<file path="config.mk">
export PLATFORM = sky130hd
export DESIGN_NAME = mem_read_streamer
export DESIGN_NICKNAME = d
export VERILOG_FILES = /design/src/rtl/mem_read_streamer.sv
export SDC_FILE = /design/constraint.sdc
export NUM_CORES = 1
export LEC_CHECK = 0
export ABC_AREA = 0
export CAP_MARGIN = 10
export CORE_UTILIZATION = 27
export DETAILED_ROUTE_END_ITERATION = 10
export DONT_BUFFER_PORTS = 1
export GPL_TIMING_DRIVEN = 1
export PLACE_DENSITY = 0.5
export SLEW_MARGIN = 5
export SYNTH_ARGS = -nofsm -noshare
export SYNTH_HDL_FRONTEND = slang
export SYNTH_SLANG_ARGS = --single-unit
</file>
<file path="constraint.sdc">
create_clock -name clk -period 7.5 [get_ports clk]
set_input_delay 0.75 -clock clk [delete_from_list [all_inputs] [get_ports clk]]
set_output_delay 0.75 -clock clk [all_outputs]
set_load 0.02 [all_outputs]
</file>
<file path="src/rtl/mem_read_streamer.sv">
// Burst read sequencer: issues contiguous reads to a 1-cycle-latency memory port and
// streams the words out through a credit-controlled skid buffer. Optional macro: READ_STREAM_LAST_EN.
module mem_read_streamer #(
  parameter int BIT_LENGTH = 64,
  parameter int DEPTH      = 16,
  parameter int SKID_DEPTH = 2,
  localparam int AW        = $clog2(DEPTH)
) (
  input  logic                  clk,
  input  logic                  rst_n,
  input  logic                  start,
  input  logic [AW-1:0]         base_addr,
  input  logic [AW:0]           len,
  output logic                  busy,
  output logic                  done,
  output logic                  enb,
  output logic [AW-1:0]         addrb,
  input  logic [BIT_LENGTH-1:0] doutb,
  output logic [BIT_LENGTH-1:0] m_data,
  output logic                  m_valid,
`ifdef READ_STREAM_LAST_EN
  input  logic                  m_ready,
  output logic                  m_last
`else
  input  logic                  m_ready
`endif
);

  localparam int LW   = AW + 1;
  localparam int PW   = (SKID_DEPTH > 1) ? $clog2(SKID_DEPTH) : 1;
  localparam int CNTW = $clog2(SKID_DEPTH + 1);
  localparam int CRW  = CNTW + 2;

  typedef enum logic [1:0] {
    S_IDLE,
    S_ISSUE,
    S_DRAIN
  } state_t;

  state_t          r_state;
  state_t          w_state_nxt;

  logic [AW-1:0]   r_addr;
  logic [LW-1:0]   r_issue_cnt;
  logic [LW-1:0]   r_deliver_cnt;
  logic            r_done;
  logic            r_inflight;

  logic [BIT_LENGTH-1:0] r_mem [SKID_DEPTH];
  logic [PW-1:0]   r_head;
  logic [PW-1:0]   r_tail;
  logic [CNTW-1:0] r_count;

  logic            w_enb;
  logic            w_load;
  logic            w_done_nxt;
  logic            w_pop;
  logic            w_valid;
  logic            w_credit_ok;
  logic [CRW-1:0]  w_need;
  logic [CRW-1:0]  w_avail;

  function automatic logic [PW-1:0] ptr_inc(input logic [PW-1:0] p);
    return (p == PW'(SKID_DEPTH - 1)) ? '0 : p + PW'(1);
  endfunction

  assign w_valid = (r_count != '0);
  assign w_pop   = w_valid & m_ready;

  // A slot is reserved for the word still in the memory pipeline; a pop in
  // this cycle frees one, which keeps 1 word/cycle with only two entries.
  assign w_need      = CRW'(r_count) + CRW'(r_inflight) + CRW'(1);
  assign w_avail     = CRW'(SKID_DEPTH) + CRW'(w_pop);
  assign w_credit_ok = (w_need <= w_avail);

  always_ff @(posedge clk or negedge rst_n) begin
    if (!rst_n) begin
      r_state <= S_IDLE;
    end else begin
      r_state <= w_state_nxt;
    end
  end

  always_comb begin
    w_state_nxt = r_state;
    w_enb       = 1'b0;
    w_load      = 1'b0;
    w_done_nxt  = 1'b0;
    case (r_state)
      S_IDLE: begin
        if (start) begin
          if (len != '0) begin
            w_load      = 1'b1;
            w_state_nxt = S_ISSUE;
          end else begin
            w_done_nxt  = 1'b1;
          end
        end
      end
      S_ISSUE: begin
        if (w_credit_ok) begin
          w_enb = 1'b1;
          if (r_issue_cnt == LW'(1)) begin
            w_state_nxt = S_DRAIN;
          end
        end
      end
      S_DRAIN: begin
        if (w_pop && (r_deliver_cnt == LW'(1))) begin
          w_done_nxt  = 1'b1;
          w_state_nxt = S_IDLE;
        end
      end
      default: w_state_nxt = S_IDLE;
    endcase
  end

  always_ff @(posedge clk or negedge rst_n) begin
    if (!rst_n) begin
      r_addr        <= '0;
      r_issue_cnt   <= '0;
      r_deliver_cnt <= '0;
      r_done        <= 1'b0;
      r_inflight    <= 1'b0;
    end else begin
      r_done     <= w_done_nxt;
      r_inflight <= w_enb;
      if (w_load) begin
        r_addr        <= base_addr;
        r_issue_cnt   <= len;
        r_deliver_cnt <= len;
      end else begin
        if (w_enb) begin
          r_addr      <= r_addr + AW'(1);
          r_issue_cnt <= r_issue_cnt - LW'(1);
        end
        if (w_pop && (r_state != S_IDLE)) begin
          r_deliver_cnt <= r_deliver_cnt - LW'(1);
        end
      end
    end
  end

  always_ff @(posedge clk or negedge rst_n) begin
    if (!rst_n) begin
      for (int unsigned i = 0; i < SKID_DEPTH; i++) begin
        r_mem[i] <= '0;
      end
      r_head  <= '0;
      r_tail  <= '0;
      r_count <= '0;
    end else begin
      if (r_inflight) begin
        r_mem[r_tail] <= doutb;
        r_tail        <= ptr_inc(r_tail);
      end
      if (w_pop) begin
        r_head <= ptr_inc(r_head);
      end
      case ({r_inflight, w_pop})
        2'b10:   r_count <= r_count + CNTW'(1);
        2'b01:   r_count <= r_count - CNTW'(1);
        default: r_count <= r_count;
      endcase
    end
  end

`ifdef READ_STREAM_LAST_EN
  logic r_inflight_last;
  logic r_last_mem [SKID_DEPTH];

  always_ff @(posedge clk or negedge rst_n) begin
    if (!rst_n) begin
      r_inflight_last <= 1'b0;
      for (int unsigned i = 0; i < SKID_DEPTH; i++) begin
        r_last_mem[i] <= 1'b0;
      end
    end else begin
      r_inflight_last <= w_enb && (r_issue_cnt == LW'(1));
      if (r_inflight) begin
        r_last_mem[r_tail] <= r_inflight_last;
      end
    end
  end

  assign m_last = w_valid & r_last_mem[r_head];
`endif

  assign busy    = (r_state != S_IDLE);
  assign done    = r_done;
  assign enb     = w_enb;
  assign addrb   = r_addr;
  assign m_valid = w_valid;
  assign m_data  = r_mem[r_head];

endmodule

</file>
==> impl_metrics.tcl, run 1 <==
set metrics [dict create \
    routedWlPerCell_um 17.9 \
    clock_path_buffers 2 \
    min_period_over_period_pct 47.1 \
    final_antenna_net_count 0 \
    core_area_mm2 0.0243 \
    drtIter0Drc 173 \
    grt.total_usage_pct 11.8 \
    critPathTopFamily "simple AND/OR/NAND/NOR gates" \
    cp_data_required_time_ns 6.75 \
    cts_sinks 150 \
    syn_area_per_cell_um2 14.4 \
    yosysWarnings 0 \
    leakage_nw 3.12 \
    fin_cells 800 \
    setup_slack_ns 3.97 \
    cellPowerDensity_mw_per_mm2 543 \
    period_needed_ns 3.53 \
    port_buffers 0 \
    hold_viol 0 \
    place_ws_ns 4.39 \
    syn_to_final_growth_pct 14.5 \
    cts_max_level 4 \
    n_fill_cell 2413 \
    cp-start-kind "flop" \
    start_util_pct 27.5 \
    fmax_ghz 0.283 \
    crit_buf_inv 1 \
    path_class "reg2out" \
    hold_path_class "in2async" \
    die_h_um 159 \
    die_area_mm2 0.0254 \
    antenna_found_initial 0 \
    cp_slowest_cell "or3_1" \
    slew_viol_final 0 \
    yosysSeqAreaShare_pct 56.1 \
    dp_cells 767 \
    antennaDiodeCount 0 \
    worst_clock_skew_ns 0.0134 \
    slew_headroom_pct 27.8 \
    synth_common_cells "mux2_2, dfrtp_1, clkbuf_1" \
    drive_above_1_share_pct 48.9 \
    wl_um 14300 \
    path_cells "or2_2, and2_0, ha_1, nor3b_1, or3_1, inv_1" \
    ys.flop_type "dfrtp_1" \
    clk_pin_slew_ns 0.07 \
    grt_setup_unrepaired "false" \
    ioPinCount 149 \
    synth_seq_cells 150 \
    cts_tree "yes" \
    synth_edf_count 0 \
    outcome "finished clean" \
    place_congestion 0.736 \
    ir_worst_vdd_v 0.000223 \
    cts-root-buf "clkbuf_16" \
    drtPass1Iterations 4 \
    std_cell_rows 57 \
    async_flop_share_pct 100 \
    final_nets 549 \
    crit_fanout 11 \
    grt_pass1_wl_um 23400 \
    insertion_delay_ns 0.41 \
    slowest_delay_ns 0.51 \
    postSynthCellCount 464 \
    synth.largest_area_cell "dfrtp_1" \
    grt_max_degree 151 \
    post-dp-hpwl_um 8950 \
    grt_pass1_vias 4177 \
    cap_viol_max_count 0 \
    setup_tns_ns 0 \
    die_w_um 159 \
    finalSetupViolations 0 \
    post-synth-top-count-cell "mux2_2" \
    cp.arrival_ns 2.78 \
    ys_types 37 \
    yosys.area.top_type_share_pct 56.1 \
    postCtsResizedCells 0 \
    tightest_slew_ns 1.08 \
    num_vias 3756 \
    vias_per_cell 4.70 \
    synth_nets 550 \
    synth_area_leaders "dfrtp_1, mux2_2, ha_1" \
    drc 0 \
    worst_setup_path_end_kind "output pin" \
    synth_area_mm2 0.00669 \
    grt_overflow_total 0 \
    cts-buffers-inserted 17 \
]
-- per-layer routing --
metal  up-vias  part of all wire (%)  GRT usage [%]
met5         -                     0              0
met4         0                  0.81           3.28
met3         5                   7.0           4.69
met2       100                    51           20.0
met1      1979                    42           13.8
li1       1672                     -              -
-- state kept, by name (all words and copies together) (netlist names), 2 cells and up --
register	cells
r_count	2
r_state	2
r_deliver_cnt	5
addrb	4
r_mem	128
r_issue_cnt	5
-- where the power goes --
part | switching, mW | internal, mW
clock network | 0.349 | 0.552
registers | 0.285 | 1.23
logic | 0.929 | 0.817
total | 1.56 | 2.60
-- layout by cell type (no fill, tap or decap), drive strengths merged, types with 2 or more instances in the layout --
| cell type | instances |
|---|---|
| xnor2 | 5 |
| ha | 9 |
| or3 | 2 |
| dfrtp | 150 |
| bufinv | 3 |
| clkbuf | 21 |
| nor2 | 10 |
| xor2 | 4 |
| nand2 | 6 |
| nand3 | 3 |
| clkinvlp | 2 |
| a311o | 3 |
| buf | 3 |
| nand2b | 3 |
| or4 | 3 |
| nor3 | 2 |
| a221o | 4 |
| o31ai | 4 |
| o21ai | 4 |
| mux2 | 192 |
| clkinv | 4 |
| and3 | 2 |
| inv | 14 |
| o211ai | 2 |
| a21oi | 9 |
-- worst paths after layout --
path                                        start                    endpoint  slack (ns)  cells past startpoint
max in group asynchronous                   rst_n       r_mem[41]$_DFFE_PN0P_        7.20                      0
min in group clk                     base_addr[1]        addrb[1]$_DFFE_PN0P_        0.47                      2
setup reg to reg           r_count[0]$_DFFE_PN0P_  r_issue_cnt[2]$_DFFE_PN0P_        4.53                      8
setup / recovery           r_count[0]$_DFFE_PN0P_                         enb        3.97                      6
hold reg to reg             r_mem[10]$_DFFE_PN0P_       r_mem[10]$_DFFE_PN0P_        0.50                      1
hold / removal                              rst_n              done$_DFF_PN0_        0.05                      0
-- final cells by class --
cell class,count,area (um2),share of cell area (%)
Clock inverter,11,146,1.91
Sequential cell,150,3750,49.0
Multi-Input combinational cell,279,2800,36.6
Clock buffer,21,470,6.14
Timing Repair Buffer,3,35.0,0.457
Tap cell,324,405,5.29
Inverter,12,45.0,0.588
-- worst reg2reg max path: stages, from the launching register on --
cell and delay [ns]:
dfrtp_1 0.45, or2_2 0.40, and2_0 0.28, ha_1 0.32
nor3b_1 0.05, or3_1 0.51, inv_1 0.36, nor2_2 0.12
a221o_1 0.36
-- per-stage QoR --
stage                     hold WS (ns)  area, um2  utilization [%]  total power [mW]
after CTS                     0.000395       7640             31.4              4.23
after detailed placement         0.458       7020             28.9              3.30
after global routing            0.0108       7660             31.5              4.45
after floorplan                  0.454       6690                -              2.98
final                           0.0465       7660             31.5              4.16
after global placement           0.458       7020             28.9              3.23
-- logic make-up (layout without fill, tap and decap cells) --
kind of cell	count (synthesis)	after routing	synth area share [%]
DFF	150	150	56.1
adders and majority gates	9	9	1.68
muxes	192	192	32.3
and+or+nand+nor	36	36	2.94
buffers and inverters	35	47	2.23
xor gates and xnor gates	9	9	1.18
AOI/OAI and AO/OA	33	33	3.57
-- repair_timing --
| item | 4_1_cts | 5_1_grt |
|---|---|---|
| buffers inserted | 0 | 0 |
| endpoints found under the hold margin | 0 | 20 |
| hold buffers | 0 | 1 |
Note: power is estimated with default switching activity, not from simulation.
==> run 2, diff against run 1 <==
--- a/config.mk
+++ b/config.mk
@@ -11,7 +11,7 @@
 export DETAILED_ROUTE_END_ITERATION = 10
 export DONT_BUFFER_PORTS = 1
 export GPL_TIMING_DRIVEN = 1
-export PLACE_DENSITY = 0.5
+export PLACE_DENSITY = 0.52
 export SLEW_MARGIN = 5
 export SYNTH_ARGS = -nofsm -noshare
 export SYNTH_HDL_FRONTEND = slang
==> constraint.sdc (replaced) <==
create_clock -name clk -period 2.8 [get_ports clk]
set_input_delay 0.28 -clock clk [delete_from_list [all_inputs] [get_ports clk]]
set_output_delay 0.28 -clock clk [all_outputs]
set_load 0.02 [all_outputs]
==> impl_metrics.tcl, run 2 (same netlist as run 1, synthesis figures left out) <==
set metrics [dict create \
    r2r_cells 8 \
    leakage_nw 3.46 \
    start_util_pct 27.5 \
    cp_data_required_time_ns 2.52 \
    fmax_ghz 0.373 \
    num_vias 4057 \
    place_congestion 0.747 \
    reg_top3 "r_mem: 128 flops, r_deliver_cnt: 5 flops, r_issue_cnt: 5 flops" \
    drive_above_1_share_pct 43.8 \
    core_area_mm2 0.0243 \
    cp.arrival_ns 2.40 \
    crit_fanout 7 \
    cp-start-kind "flop" \
    period_needed_ns 2.68 \
    vias_per_cell 4.60 \
    mostFrequentLayoutCells "mux2_2, dfrtp_1, dlygate4sd3_1, clkbuf_16, inv_1" \
    syn_to_final_growth_pct 26.2 \
    finalSetupViolations 0 \
    clock_path_buffers 2 \
    grt_pass1_wl_um 23200 \
    std_cell_rows 57 \
    setup_tns_ns 0 \
    cts-buffers-inserted 17 \
    insertion_delay_ns 0.41 \
    fin_cells 881 \
    die_h_um 159 \
    ioPinCount 149 \
    dp_cells 773 \
    p_total_mw 11.2 \
    busiest_layer "met2" \
    cts_max_level 4 \
    hold_viol 150 \
    crit_buf_inv 2 \
    cellPowerDensity_mw_per_mm2 1330 \
    cp_slowest_cell "dfrtp_2" \
    regMostFlops "r_mem" \
    met2_usage_pct 19.5 \
    worst_clock_skew_ns 0.00717 \
    grt_setup_unrepaired "false" \
    largest_register_ffs 128 \
    drtIter0Drc 130 \
    grt_max_degree 151 \
    tightest_slew_ns 0.808 \
    n_fill_cell 2330 \
    path_depth 7 \
    antenna_found_initial 0 \
    die_w_um 159 \
    grt_util_met1_pct 13.9 \
    slew_headroom_pct 46.2 \
    cts-root-buf "clkbuf_16" \
    hold_path_class "in2async" \
    outcome "finished, violations left" \
    cts_tree "yes" \
    wl_um 14200 \
    drtPass1Iterations 4 \
    mostFrequentLayoutCell "mux2_2" \
    grt.total_usage_pct 11.6 \
    worst_setup_path_end_kind "output pin" \
    cap_viol_max_count 0 \
    final_antenna_net_count 0 \
    routedWlPerCell_um 16.2 \
    antennaDiodeCount 0 \
    min_period_over_period_pct 95.9 \
    violations "negative hold slack" \
    grt_overflow_total 0 \
    port_buffers 0 \
    whs_ns -0.436 \
    path_cells "or2_2, and2_2, ha_1, nor3b_2, or3_4, inv_4, buf_4" \
    grt_util_met3_pct 3.72 \
    ir_worst_vdd_v 0.000567 \
    cts_sinks 150 \
    grt_pass1_vias 4365 \
    drc 0 \
    critPathTopFamily "simple AND/OR/NAND/NOR gates" \
    die_area_mm2 0.0254 \
    clk_pin_slew_ns 0.06 \
    final_nets 630 \
    post-dp-hpwl_um 8840 \
    slowest_delay_ns 0.42 \
    slew_viol_final 0 \
    path_class "reg2out" \
]
run 2: power breakdown:
group | internal, mW | total [mW] | switching (mW)
Combinational | 2.38 | 5.02 | 2.64
Clock | 1.33 | 2.23 | 0.903
Sequential | 3.31 | 3.96 | 0.656
Total | 7.02 | 11.2 | 4.19
run 2: cell type report:
| type | count | area [um2] | area share (%) |
|---|---|---|---|
| flip-flops and latches | 150 | 3760 | 44.5 |
| clock buffers | 19 | 443 | 5.25 |
| inverters | 12 | 47.5 | 0.563 |
| repair buffers | 84 | 843 | 9.99 |
| well taps | 324 | 405 | 4.80 |
| clock inverters | 13 | 131 | 1.56 |
| multi-input cells | 279 | 2820 | 33.3 |
run 2: path summary, 6_finish.rpt:
| path | startpoint | endpoint | slack, ns |
|---|---|---|---|
| max | r_count[0]$_DFFE_PN0P_ | enb | 0.12 |
| min | rst_n | r_mem[49]$_DFFE_PN0P_ | -0.44 |
| max reg2reg | r_count[0]$_DFFE_PN0P_ | r_issue_cnt[2]$_DFFE_PN0P_ | 0.43 |
| min reg2reg | r_mem[64]$_DFFE_PN0P_ | r_mem[64]$_DFFE_PN0P_ | 0.50 |
| max in group asynchronous | rst_n | r_mem[0]$_DFFE_PN0P_ | 2.95 |
| min in group clk | doutb[27] | r_mem[27]$_DFFE_PN0P_ | 0.02 |
run 2: timing repair:
action	4_1_cts	5_1_grt
resized for setup	3	4
hold buffers	54	21
pin swaps	0	0
setup endpoints to repair	1	1
endpoints found under the hold margin	228	170
buffers inserted	0	1
run 2: worst register-to-register path, cell delays in order (launching register included):
cell and delay [ns]:
dfrtp_2 0.42, or2_2 0.31, and2_2 0.24, ha_1 0.30, nor3b_2 0.05, or3_4 0.42, inv_4 0.10, nor2_2 0.06
a221o_1 0.35
run 2: metrics by stage:
| step | util (%) | setup slack (ns) | instance area, um2 | hold slack [ns] |
|---|---|---|---|---|
| after floorplan | - | 0.236 | 6690 | -0.0156 |
| after global placement | 29.2 | 0.234 | 7090 | -0.0108 |
| after detailed placement | 29.2 | 0.138 | 7090 | -0.0109 |
| after CTS | 33.8 | 0.0204 | 8210 | -0.461 |
| after global routing | 34.7 | 0.0164 | 8440 | -0.473 |
| final | 34.7 | 0.116 | 8440 | -0.436 |
run 2: layer usage:
layer | vias to the layer above | routed length [um] | part of all wire [%]
li1 | 1841 | - | -
met1 | 2102 | 6100 | 43
met2 | 103 | 7240 | 51
met3 | 11 | 741 | 5.2
met4 | 0 | 153 | 1.1
met5 | - | 0 | 0
==> run 3, diff against run 2 <==
--- a/config.mk
+++ b/config.mk
@@ -7,11 +7,10 @@
 export LEC_CHECK = 0
 export ABC_AREA = 0
 export CAP_MARGIN = 10
-export CORE_UTILIZATION = 27
+export CORE_UTILIZATION = 57
 export DETAILED_ROUTE_END_ITERATION = 10
 export DONT_BUFFER_PORTS = 1
-export GPL_TIMING_DRIVEN = 1
-export PLACE_DENSITY = 0.52
+export PLACE_DENSITY = 0.85
 export SLEW_MARGIN = 5
 export SYNTH_ARGS = -nofsm -noshare
 export SYNTH_HDL_FRONTEND = slang
==> impl_metrics.tcl, run 3 (same netlist as run 1, synthesis figures left out) <==
set metrics [dict create \
    cts-buffers-inserted 17 \
    min_period_over_period_pct 97.8 \
    die_h_um 110 \
    drtPass1Iterations 4 \
    internal_power_mw 7.34 \
    hold_path_class "in2async" \
    wl_um 13800 \
    rrSetupSlack_ns 0.17 \
    setup_tns_ns 0 \
    crit_buf_inv 2 \
    place_congestion 0.768 \
    violations "negative hold slack" \
    tightest_slew_ns 0.880 \
    reg_top3 "r_mem: 128 flops, r_deliver_cnt: 5 flops, r_issue_cnt: 5 flops" \
    cp_data_required_time_ns 2.52 \
    design_area_mm2 0.00813 \
    crit_fanout 5 \
    mostFrequentLayoutCell "mux2_2" \
    clock_path_buffers 2 \
    clk_pin_slew_ns 0.06 \
    syn_to_final_growth_pct 21.4 \
    grt_max_degree 151 \
    critPathTopFamily "simple AND/OR/NAND/NOR gates" \
    worst_setup_path_end_kind "output pin" \
    r2r_cells 8 \
    post-route-util_pct 71.2 \
    slew_viol_final 0 \
    finalSetupViolations 0 \
    cts-root-buf "clkbuf_16" \
    die_w_um 110 \
    final_nets 615 \
    outcome "finished, violations left" \
    cp_slowest_cell "dfrtp_2" \
    vias_per_cell 5.94 \
    path_cells "or2_4, and2_2, ha_1, nor3b_2, or3_1, inv_2, buf_4" \
    whs_ns -0.443 \
    mostFrequentLayoutCells "mux2_2, dfrtp_1, dlygate4sd3_1, clkbuf_16, inv_1" \
    grt_pass1_vias 4446 \
    grt_overflow_total 0 \
    hold_viol 150 \
    antenna_found_initial 0 \
    r2r_end "addrb[3]$_DFFE_PN0P_" \
    die_area_mm2 0.0122 \
    fmax_ghz 0.365 \
    grt.total_usage_pct 23.8 \
    std_cell_rows 39 \
    clockPowerShare_pct 21.7 \
    drive_above_1_share_pct 44.5 \
    ioPinCount 149 \
    num_vias 4064 \
    path_class "reg2out" \
    netSwitchingFraction_pct 36.6 \
    largest_register_ffs 128 \
    fin_cells 684 \
    cp.arrival_ns 2.46 \
    ir_worst_vdd_v 0.000868 \
    regMostFlops "r_mem" \
    antennaDiodeCount 0 \
    worst_clock_skew_ns 0.00352 \
    dp_cells 592 \
    post-dp-hpwl_um 8370 \
    cap_viol_max_count 0 \
    start_util_pct 58.6 \
    r2r_start "r_count[0]$_DFFE_PN0P_" \
    slew_headroom_pct 41.1 \
    grt_pass1_wl_um 21600 \
    routedWlPerCell_um 20.1 \
    switchingPower_mw 4.23 \
    drc 0 \
    cts_tree "yes" \
    cts_max_level 4 \
    combPwrFrac_pct 43.0 \
    cp-start-kind "flop" \
    cellPowerDensity_mw_per_mm2 1420 \
    slowest_delay_ns 0.44 \
    period_needed_ns 2.74 \
    seqPwrFrac_pct 35.3 \
    insertion_delay_ns 0.42 \
    cts_sinks 150 \
    drtIter0Drc 232 \
    leakage_nw 3.42 \
    core_area_mm2 0.0114 \
    dpl_cell_area_mm2 0.00685 \
    final_antenna_net_count 0 \
    port_buffers 0 \
]
==> run 3: cell types whose count changed in the layout (fill, tap and decap cells not counted), moves of 2 or more <==
cell / delta
clkbuf_8: +3
clkinv_2: -4
clkinvlp_4: -2
bufinv_16: +3
dlygate4sd3_1: -15
==> run 3: how the worst max path moves through the flow <==
stage                            from  slack [ns]  cells past startpoint                          to
2_1_floorplan  r_count[0]$_DFFE_PN0P_        0.24                      9  r_issue_cnt[2]$_DFFE_PN0P_
3_3_place_gp   r_count[0]$_DFFE_PN0P_        0.25                      8        addrb[3]$_DFFE_PN0P_
3_5_place_dp   r_count[0]$_DFFE_PN0P_        0.15                      8        addrb[3]$_DFFE_PN0P_
4_1_cts        r_count[0]$_DFFE_PN0P_        0.05                      7                         enb
5_1_grt        r_count[0]$_DFFE_PN0P_       -0.01                      7                         enb
6_report       r_count[0]$_DFFE_PN0P_        0.06                      7                         enb
==> run 3: power groups by stage <==
| stage | Clock, mW | Combinational [mW] | Sequential [mW] |
|---|---|---|---|
| 6_report | 2.51 | 4.98 | 4.08 |
| 4_1_cts | 2.55 | 4.93 | 4.05 |
| 3_5_place_dp | 0 | 4.83 | 4.07 |
| 5_1_grt | 2.66 | 5.31 | 4.23 |
| 2_1_floorplan | 0 | 4.20 | 3.78 |
| 3_3_place_gp | 0 | 4.65 | 3.96 |
==> run 3: final cells by class <==
class | instances | area (um2)
Sequential cell | 150 | 3760
Multi-Input combinational cell | 279 | 2810
Timing Repair Buffer | 69 | 681
Clock inverter | 8 | 169
Fill cell | 757 | 3290
Tap cell | 143 | 179
Inverter | 12 | 45.0
Clock buffer | 23 | 488
==> run 3: what timing repair did <==
item                                    4_1_cts  5_1_grt
gates resized for setup                       3        3
setup buffers                                 0        1
endpoints found under the hold margin       242      151
endpoints found under the setup margin        1        1
hold buffers                                 59        1
==> run 3: per-stage QoR <==
| stage | total power, mW | setup slack (ns) | hold slack, ns |
|---|---|---|---|
| 2_1_floorplan | 7.98 | 0.236 | -0.0156 |
| 3_3_place_gp | 8.61 | 0.253 | -0.0133 |
| 3_5_place_dp | 8.90 | 0.146 | -0.0127 |
| 4_1_cts | 11.5 | 0.0528 | -0.463 |
| 5_1_grt | 12.2 | -0.0104 | -0.463 |
| 6_report | 11.6 | 0.0629 | -0.443 |
==> run 3: layer usage <==
metal / share of wire [%] / routed length, um / GRT usage, % / vias up
li1: - / - / - / 1815
met1: 38 / 5160 / 26.3 / 2079
met2: 53 / 7300 / 41.2 / 142
met3: 7.0 / 960 / 7.52 / 28
met4: 2.5 / 344 / 11.7 / 0
met5: 0 / 0 / 0 / -
